**src/rtl/hilo_sequencer_if.sv**
```systemverilog
// Handshake bundle between Control, the Mult/Div units and the HI/LO sequencer.
// Latency: none (wires only).
// Backpressure: req_ready/hilo_stall travel back to Control over this bundle.
// Ports: request side (req_valid, req_op, abort, hilo_rd), unit status (MultDone,
// DivDone, Div0), and sequencer outputs (start pulses, mux selects, HI/LO write
// enables, completion/exception pulses, stall).
interface hilo_sequencer_if;
   logic req_valid;
   logic req_op;
   logic abort;
   logic hilo_rd;
   logic MultDone;
   logic DivDone;
   logic Div0;
   logic req_ready;
   logic busy;
   logic MultCtrl;
   logic DivCtrl;
   logic HICtrl;
   logic LOCtrl;
   logic WriteHI;
   logic WriteLO;
   logic done;
   logic div0_exc;
   logic timeout_exc;
   logic hilo_stall;

   // Control / unit side
   modport master (
      output req_valid, req_op, abort, hilo_rd, MultDone, DivDone, Div0,
      input  req_ready, busy, MultCtrl, DivCtrl, HICtrl, LOCtrl,
      input  WriteHI, WriteLO, done, div0_exc, timeout_exc, hilo_stall
   );

   // Sequencer side
   modport slave (
      input  req_valid, req_op, abort, hilo_rd, MultDone, DivDone, Div0,
      output req_ready, busy, MultCtrl, DivCtrl, HICtrl, LOCtrl,
      output WriteHI, WriteLO, done, div0_exc, timeout_exc, hilo_stall
   );
endinterface

```
**src/rtl/hilo_sequencer.sv**
```systemverilog
// Sequences one MULT/DIV: launch unit, wait for done, commit HI/LO; div0/timeout pulses.
// Latency: accept c0, start pulse c1, WAIT from c2, commit the cycle after the done flag.
// Backpressure: req_ready only in IDLE; hilo_stall = hilo_rd & busy (combinational).
// Ports: clock, reset (sync, active-high), bus (hilo_sequencer_if.slave) carrying the
// request, unit status, start pulses, mux selects, write enables and exception pulses.
module hilo_sequencer #(
   parameter int TIMEOUT_CYCLES = 40
) (
   input logic        clock,
   input logic        reset,
   hilo_sequencer_if.slave bus
);

   localparam int CW = $clog2(TIMEOUT_CYCLES + 1);
   localparam logic [CW-1:0] CNT_LAST = CW'(TIMEOUT_CYCLES - 1);

   localparam logic [2:0] S_IDLE   = 3'd0;
   localparam logic [2:0] S_LAUNCH = 3'd1;
   localparam logic [2:0] S_WAIT   = 3'd2;
   localparam logic [2:0] S_COMMIT = 3'd3;
   localparam logic [2:0] S_ERR    = 3'd4;

   logic [2:0]    state;
   logic [2:0]    state_nxt;
   logic          op;        // latched request: 0=MULT, 1=DIV
   logic          mux_sel;   // HI/LO mux select, holds until the next accept
   logic          err_div0;  // distinguishes the two ERR causes
   logic [CW-1:0] cnt;
   logic          sel_done;

   // Only the launched unit's done flag counts.
   assign sel_done = op ? bus.DivDone : bus.MultDone;

   always_comb begin
      state_nxt = state;
      case (state)
         S_IDLE:   if (bus.req_valid) state_nxt = S_LAUNCH;
         // The start pulse is already out; abort only skips the wait.
         S_LAUNCH: state_nxt = bus.abort ? S_IDLE : S_WAIT;
         S_WAIT: begin
            if (bus.abort)               state_nxt = S_IDLE;
            else if (op && bus.Div0)     state_nxt = S_ERR;
            else if (sel_done)           state_nxt = S_COMMIT;
            else if (cnt == CNT_LAST)    state_nxt = S_ERR;
            else                         state_nxt = S_WAIT;
         end
         S_COMMIT: state_nxt = S_IDLE;
         S_ERR:    state_nxt = S_IDLE;
         default:  state_nxt = S_IDLE;
      endcase
   end

   always_ff @(posedge clock) begin
      if (reset) begin
         state    <= S_IDLE;
         op       <= 1'b0;
         mux_sel  <= 1'b0;
         err_div0 <= 1'b0;
         cnt      <= '0;
      end else begin
         state <= state_nxt;
         if (state == S_IDLE && bus.req_valid) begin
            op      <= bus.req_op;
            mux_sel <= ~bus.req_op;
         end
         if (state == S_LAUNCH)
            cnt <= '0;
         else if (state == S_WAIT)
            cnt <= cnt + CW'(1);
         // Div0 outranks both done and timeout, so sampling it every WAIT
         // cycle leaves the right cause latched whenever ERR is entered.
         if (state == S_WAIT)
            err_div0 <= op & bus.Div0;
      end
   end

   // Moore outputs
   assign bus.req_ready   = (state == S_IDLE);
   assign bus.busy        = (state == S_LAUNCH) || (state == S_WAIT) ||
                            (state == S_COMMIT) || (state == S_ERR);
   assign bus.MultCtrl    = (state == S_LAUNCH) && !op;
   assign bus.DivCtrl     = (state == S_LAUNCH) &&  op;
   // Reset clears the select so every output is low out of reset; from the
   // first accept onward it equals ~op.
   assign bus.HICtrl      = mux_sel;
   assign bus.LOCtrl      = mux_sel;
   assign bus.WriteHI     = (state == S_COMMIT);
   assign bus.WriteLO     = (state == S_COMMIT);
   assign bus.done        = (state == S_COMMIT);
   assign bus.div0_exc    = (state == S_ERR) &&  err_div0;
   assign bus.timeout_exc = (state == S_ERR) && !err_div0;
   assign bus.hilo_stall  = bus.hilo_rd && bus.busy;

endmodule

```
**src/flat_wrapper.sv**
```systemverilog
// flat-port wrapper written by rule: the top's interface ports become plain ports
module hilo_sequencer_flat 
#(
   parameter int TIMEOUT_CYCLES = 40
)
  (clock, reset, bus_req_valid, bus_req_op, bus_abort, bus_hilo_rd, bus_MultDone, bus_DivDone, bus_Div0, bus_req_ready, bus_busy, bus_MultCtrl, bus_DivCtrl, bus_HICtrl, bus_LOCtrl, bus_WriteHI, bus_WriteLO, bus_done, bus_div0_exc, bus_timeout_exc, bus_hilo_stall);
  hilo_sequencer_if bus_i ();
  input logic clock;
  input logic reset;
  input wire logic [$bits(bus_i.req_valid)-1:0] bus_req_valid;
  input wire logic [$bits(bus_i.req_op)-1:0] bus_req_op;
  input wire logic [$bits(bus_i.abort)-1:0] bus_abort;
  input wire logic [$bits(bus_i.hilo_rd)-1:0] bus_hilo_rd;
  input wire logic [$bits(bus_i.MultDone)-1:0] bus_MultDone;
  input wire logic [$bits(bus_i.DivDone)-1:0] bus_DivDone;
  input wire logic [$bits(bus_i.Div0)-1:0] bus_Div0;
  output wire logic [$bits(bus_i.req_ready)-1:0] bus_req_ready;
  output wire logic [$bits(bus_i.busy)-1:0] bus_busy;
  output wire logic [$bits(bus_i.MultCtrl)-1:0] bus_MultCtrl;
  output wire logic [$bits(bus_i.DivCtrl)-1:0] bus_DivCtrl;
  output wire logic [$bits(bus_i.HICtrl)-1:0] bus_HICtrl;
  output wire logic [$bits(bus_i.LOCtrl)-1:0] bus_LOCtrl;
  output wire logic [$bits(bus_i.WriteHI)-1:0] bus_WriteHI;
  output wire logic [$bits(bus_i.WriteLO)-1:0] bus_WriteLO;
  output wire logic [$bits(bus_i.done)-1:0] bus_done;
  output wire logic [$bits(bus_i.div0_exc)-1:0] bus_div0_exc;
  output wire logic [$bits(bus_i.timeout_exc)-1:0] bus_timeout_exc;
  output wire logic [$bits(bus_i.hilo_stall)-1:0] bus_hilo_stall;
  assign bus_i.req_valid = bus_req_valid;
  assign bus_i.req_op = bus_req_op;
  assign bus_i.abort = bus_abort;
  assign bus_i.hilo_rd = bus_hilo_rd;
  assign bus_i.MultDone = bus_MultDone;
  assign bus_i.DivDone = bus_DivDone;
  assign bus_i.Div0 = bus_Div0;
  assign bus_req_ready = bus_i.req_ready;
  assign bus_busy = bus_i.busy;
  assign bus_MultCtrl = bus_i.MultCtrl;
  assign bus_DivCtrl = bus_i.DivCtrl;
  assign bus_HICtrl = bus_i.HICtrl;
  assign bus_LOCtrl = bus_i.LOCtrl;
  assign bus_WriteHI = bus_i.WriteHI;
  assign bus_WriteLO = bus_i.WriteLO;
  assign bus_done = bus_i.done;
  assign bus_div0_exc = bus_i.div0_exc;
  assign bus_timeout_exc = bus_i.timeout_exc;
  assign bus_hilo_stall = bus_i.hilo_stall;
  hilo_sequencer #(.TIMEOUT_CYCLES(TIMEOUT_CYCLES)) u_core (.clock(clock), .reset(reset), .bus(bus_i));
endmodule
```
**config.mk**
```make
export PLATFORM = sky130hd
export DESIGN_NAME = hilo_sequencer_flat
export DESIGN_NICKNAME = d
export VERILOG_FILES = /design/src/rtl/hilo_sequencer_if.sv /design/src/rtl/hilo_sequencer.sv /design/src/flat_wrapper.sv
export SDC_FILE = /design/constraint.sdc
export NUM_CORES = 1
export LEC_CHECK = 0
export ABC_CLOCK_PERIOD_IN_PS = 2000
export CORE_MARGIN = 3
export CORE_UTILIZATION = 44
export DETAILED_ROUTE_END_ITERATION = 12
export GPL_ROUTABILITY_DRIVEN = 0
export PLACE_DENSITY = 0.82
export SYNTH_ARGS = -nofsm -noshare
export SYNTH_HDL_FRONTEND = slang
export SYNTH_SLANG_ARGS = --single-unit
```
**constraint.sdc**
```tcl
create_clock -name clock -period 2 [get_ports clock]
set_input_delay 0.2 -clock clock [delete_from_list [all_inputs] [get_ports clock]]
set_output_delay 0.2 -clock clock [all_outputs]
set_load 0.1 [all_outputs]
```
Yosys cells after proc, flatten, opt, wreduce, memory -nomap -nowiden

Index checks and enable logic that the tools add are counted.
W data, S select, Z words.

Input bits: 9
Bits in registers: 12
Word-level logic and storage cells: 36

Eq/ne operators: 6
$add $sub $neg: 1
Muxes and demuxes: 8
Reduce and logical (&&, ||, !) cells: 14
Bitwise logic cells: 2

Operators with widths:

| operator              | count |
|---|---|
| $mux W3               | 5 |
| $pmux W3 S3           | 1 |
| $logic_and A1 B1 Y1   | 7 |
| $add A6 B1 Y6 const B | 1 |
| $eq A3 B2 Y1 const B  | 2 |
| $eq A6 B6 Y1 const B  | 1 |
| $eq A3 B1 Y1 const B  | 1 |
| $eq A3 B3 Y1 const B  | 1 |
| $logic_not A3 Y1      | 1 |
| $logic_or A1 B1 Y1    | 3 |
| $logic_not A1 Y1      | 2 |
| $mux W2               | 1 |
| $ne A2 B2 Y1 const B  | 1 |
| $reduce_or A2 Y1      | 1 |
| $and A1 B1 Y1         | 1 |
| $mux W1               | 1 |
| $not A1 Y1            | 1 |

Longest topological paths before layout

Word-level depth: 6
Mapped depth: 5
Mapped depth without buffers: 4

Least setup slack after synthesis

OpenSTA, ideal clock, no wires.

Kind: reg-to-output
Start point: reg u_core.state[2]
End point: out bus_hilo_stall
Arrival time: 3.023 ns
Buffers on the path: 1
Stages on the path, launching flop included: 4
Slack: -1.223 ns
Cell sequence: dfxtp_1 -> clkbuf_1 -> xnor2_1 -> and2_1

Longest elaborated chain between the ends: 5

Ends and longest elaborated chain:

| element                                             | RTL line             | RTL |
|---|---|---|
| from (decl)                                         | hilo_sequencer.sv:23 | `logic [2:0] state;` |
| from (signal assigned)                              | hilo_sequencer.sv:61 | `state <= state_nxt;` |
| $eq A3 B1 Y1 / $eq A3 B2 Y1 (equally long branches) | hilo_sequencer.sv:79 | `assign bus.busy = (state == S_LAUNCH) \|\| (state == S_WAIT) \|\|` |
| $logic_or A1 B1 Y1 (2 in a row)                     | hilo_sequencer.sv:79 |  |
| $logic_or A1 B1 Y1 (*)                              | hilo_sequencer.sv:80 | `(state == S_COMMIT) \|\| (state == S_ERR);` |
| net bus_busy                                        | flat_wrapper.sv:18   | `output wire logic [$bits(bus_i.busy)-1:0] bus_busy;` |
| $logic_and A1 B1 Y1 (*)                             | hilo_sequencer.sv:92 | `assign bus.hilo_stall = bus.hilo_rd && bus.busy;` |
| to (decl)                                           | flat_wrapper.sv:28   | `output wire logic [$bits(bus_i.hilo_stall)-1:0] bus_hilo_stall;` |

Mark *: on every way through the listed nets, which the timed path passes. The rest lies on a longest branch.

Final worst setup path

Start point: reg u_core.state[0]
End point: out bus_hilo_stall

Longest elaborated chain between the ends: 5

Ends and longest elaborated chain:

| element                                             | RTL line |
|---|---|
| $eq A3 B1 Y1 / $eq A3 B2 Y1 (equally long branches) | hilo_sequencer.sv:79 |
| $logic_or A1 B1 Y1 (2 in a row)                     | hilo_sequencer.sv:79 |
| $logic_or A1 B1 Y1 (*)                              | hilo_sequencer.sv:80 |
| $logic_and A1 B1 Y1 (*)                             | hilo_sequencer.sv:92 |

Mark *: on every way between the ends. The rest lies on a longest branch, timed or not.

==> parameters.txt <==
Parameter                              Value

Layout
  Final net count    108
  Fill cells    approximately 110
  Post-route cell area    993 um^2
  Non-filler cells in the finished layout    112
  Number of inserted diodes    0
  Share of cells above drive strength 1    22.7%
  Area overhead of the layout relative to synthesis    49.8%

Synth
  Post-synth top cells    sky130_fd_sc_hd__dfxtp_1 (12), sky130_fd_sc_hd__a21oi_1 (8), sky130_fd_sc_hd__nand2_1 (8)
  Yosys reg bits    12
  EDFF count, synth    0
  Cells after synthesis    81
  Yosys warning count    0
  Share of Yosys cell area claimed by the top area cell type    around 36%
  Cell with the most instances after synthesis    sky130_fd_sc_hd__dfxtp_1
  Largest area contributor in the synthesized netlist    sky130_fd_sc_hd__dfxtp_1
  Synthesized area    ~660 um^2
  Count of unique library cells instantiated by Yosys    34
  Fraction of registers with async set or reset after synthesis    0%
  Primary FF master, synth    sky130_fd_sc_hd__dfxtp_1
  Mean instance size in the synthesized netlist    between 8 and 9 um^2
  Dominant cells by area after synthesis    sky130_fd_sc_hd__dfxtp_1 (36%), sky130_fd_sc_hd__a21oi_1 (6.0%), sky130_fd_sc_hd__buf_4 (4.5%)
  Seq/Total Area, Yosys    36.2%
  Syn Nets    91

Worst setup path
  Reg2Reg Setup Slack    0.40 ns
  Type of element launching the critical path    flop
  R2r worst-path depth    3
  Kind of critical path    reg2out
  Element type at the critical path end    primary output
  Required time reported for the critical path endpoint    1.80 ns
  Critical Path AT    1.61 ns
  Critical-path maximum fanout    10

Routing
  DRC Markers    0
  Wire per inst    14.6 um
  Final ANT Viol Nets    0
  Violation count after the first detailed-routing iteration    6
  Post-detailed-routing wire length    1.63 mm
  Number of iterations in the first detailed-routing pass    4
  DR vias    roughly 630
  Mean number of vias per cell    ~5.7

Clock tree
  Buffers from clock root to sink, at most    2
  Clock tree from TritonCTS    yes
  Clock tree sinks    12
  Number of buffers created by CTS    3
  Clock transition at path regs    0.08 ns
  Clock latency of the later-clocked register in the worst-skew pair    about 0.28 ns
  Number of hold buffers added after cts    0
  Root buffer selected by CTS    sky130_fd_sc_hd__clkbuf_4
  H-tree levels    1

STA
  Highest Clock Rate    ~550 MHz
  Unrepaired setup endpoints after global routing    no
  Clk_skew    0.00451 ns
  Final setup TNS    0 ns
  Count of final setup violators    0
  Post-route clock period utilization    90.3%
  Minimum clock period    1.81 ns
  Worst Max-Slew Pin Slew    0.509 ns
  Max-slew violations    0
  Final-report hold violation count    0
  Max_slew headroom    66.0%

Place
  Number of port buffers    20
  Total cell area at the placement stage    952 um^2
  Instance count after placement with tap cells included    108
  Final HPWL DP    1.31 mm

Power
  Worst ir drop on vdd    307 uV
  Power density over the cells    626 nW/um^2
  Leakage    between 0.3 and 0.4 nW
  Total power consumption of the routed design    about 0.62 mW

GRT
  Total congestion overflow after global routing    0
  Largest net degree at the start of global routing    12
  First-pass GRT wire length    2.71 mm
  Number of antenna violations at the first check in global routing    0
  Total GRT Usage    18.8%
  Vias in the first global route    613

Floorplan
  Row count    13
  Die area    roughly 2000 um^2
  Effective utilization at floorplan    49.1%
  Number of I/O pins    21
  Area of the core    ~1400 um^2
  Width of the die    44.8 um
  Die H    around 45 um

Min path
  Number of cells on the worst hold path    2
  Hold/Removal Path Class    reg2reg

Status
  Outcome    completed

Job
  Number of violations of the max-capacitance limit    0
==> through the flow <==
| step | hold slack [ns] | utilization (%) | setup WS (ns) |
|---|---|---|---|
| floorplan | 0.269 | - | -0.235 |
| global placement | 0.470 | 70.5 | 0.455 |
| detailed placement | 0.486 | 70.5 | 0.375 |
| CTS | 0.497 | 73.2 | 0.119 |
| global route | 0.526 | 73.6 | 0.0624 |
| finish | 0.490 | 73.6 | 0.194 |
==> final cells by class <==
cell class	count	area (um^2)	area share, %
Multi-Input combinational cell	59	395	39.8
Timing Repair Buffer	20	295	29.7
Sequential cell	12	240	24.2
Clock buffer	4	36.3	3.65
Tap cell	15	18.8	1.89
Inverter	2	7.51	0.756
==> final timing paths <==
path                   start         endpoint
max          u_core.state[0]   bus_hilo_stall
min          u_core.err_div0  u_core.err_div0
max reg2reg  u_core.state[1]    u_core.cnt[4]
min reg2reg  u_core.err_div0  u_core.err_div0
==> registers in the layout, indices dropped and copies added (netlist names) <==
register,flops
u_core.err_div0,1
u_core.state,3
u_core.bus.HICtrl,1
u_core.cnt,6
u_core.op,1
==> cell usage in the layout (no fill, tap or decap), types with 8 or more instances in the layout <==
cell type	n
sky130_fd_sc_hd__a21oi_1	8
sky130_fd_sc_hd__dfxtp_1	12
sky130_fd_sc_hd__buf_12	10
sky130_fd_sc_hd__nand2_1	8
sky130_fd_sc_hd__clkdlybuf4s50_1	8
==> metal layers <==
layer,vias to the layer above,routed length (um),global-route usage [%]
met1,300,674,21.8
met5,-,0,0
met4,0,28,8.77
met2,17,857,30.4
li1,313,-,-
met3,4,72,7.17
==> power breakdown <==
group	switching, mW	internal (mW)	leakage, nW
Sequential	0.0101	0.244	0.0973
Clock	0.0822	0.111	0.0210
Combinational	0.109	0.0654	0.266
Total	0.201	0.421	0.385
==> critical path, cell delays in order (launching register included) <==
cell and delay (ns):
sky130_fd_sc_hd__dfxtp_1 0.40, sky130_fd_sc_hd__nor2_1 0.37, sky130_fd_sc_hd__xnor2_4 0.17, sky130_fd_sc_hd__and2_1 0.20, sky130_fd_sc_hd__buf_12 0.18
==> logic make-up (layout without fill, tap and decap cells) <==
logic type | Yosys count | count (layout) | synth area share [%]
flip-flops | 12 | 12 | 36.2
AO/OA/AOI/OAI | 16 | 16 | 14.5
buffers and inverters | 10 | 26 | 9.25
adder cells (fa/ha/maj) | 1 | 1 | 1.89
XOR/XNOR | 3 | 3 | 3.96
AND/OR/NAND/NOR | 39 | 39 | 34.2
==> what timing repair did <==
item / 4_1_cts / 5_1_grt
hold endpoints to repair: 0 / 0
gates resized for setup: 0 / 1
setup endpoints to repair: 0 / 1
buffers inserted: 0 / 0
Note: power is estimated with default switching activity, not from simulation.
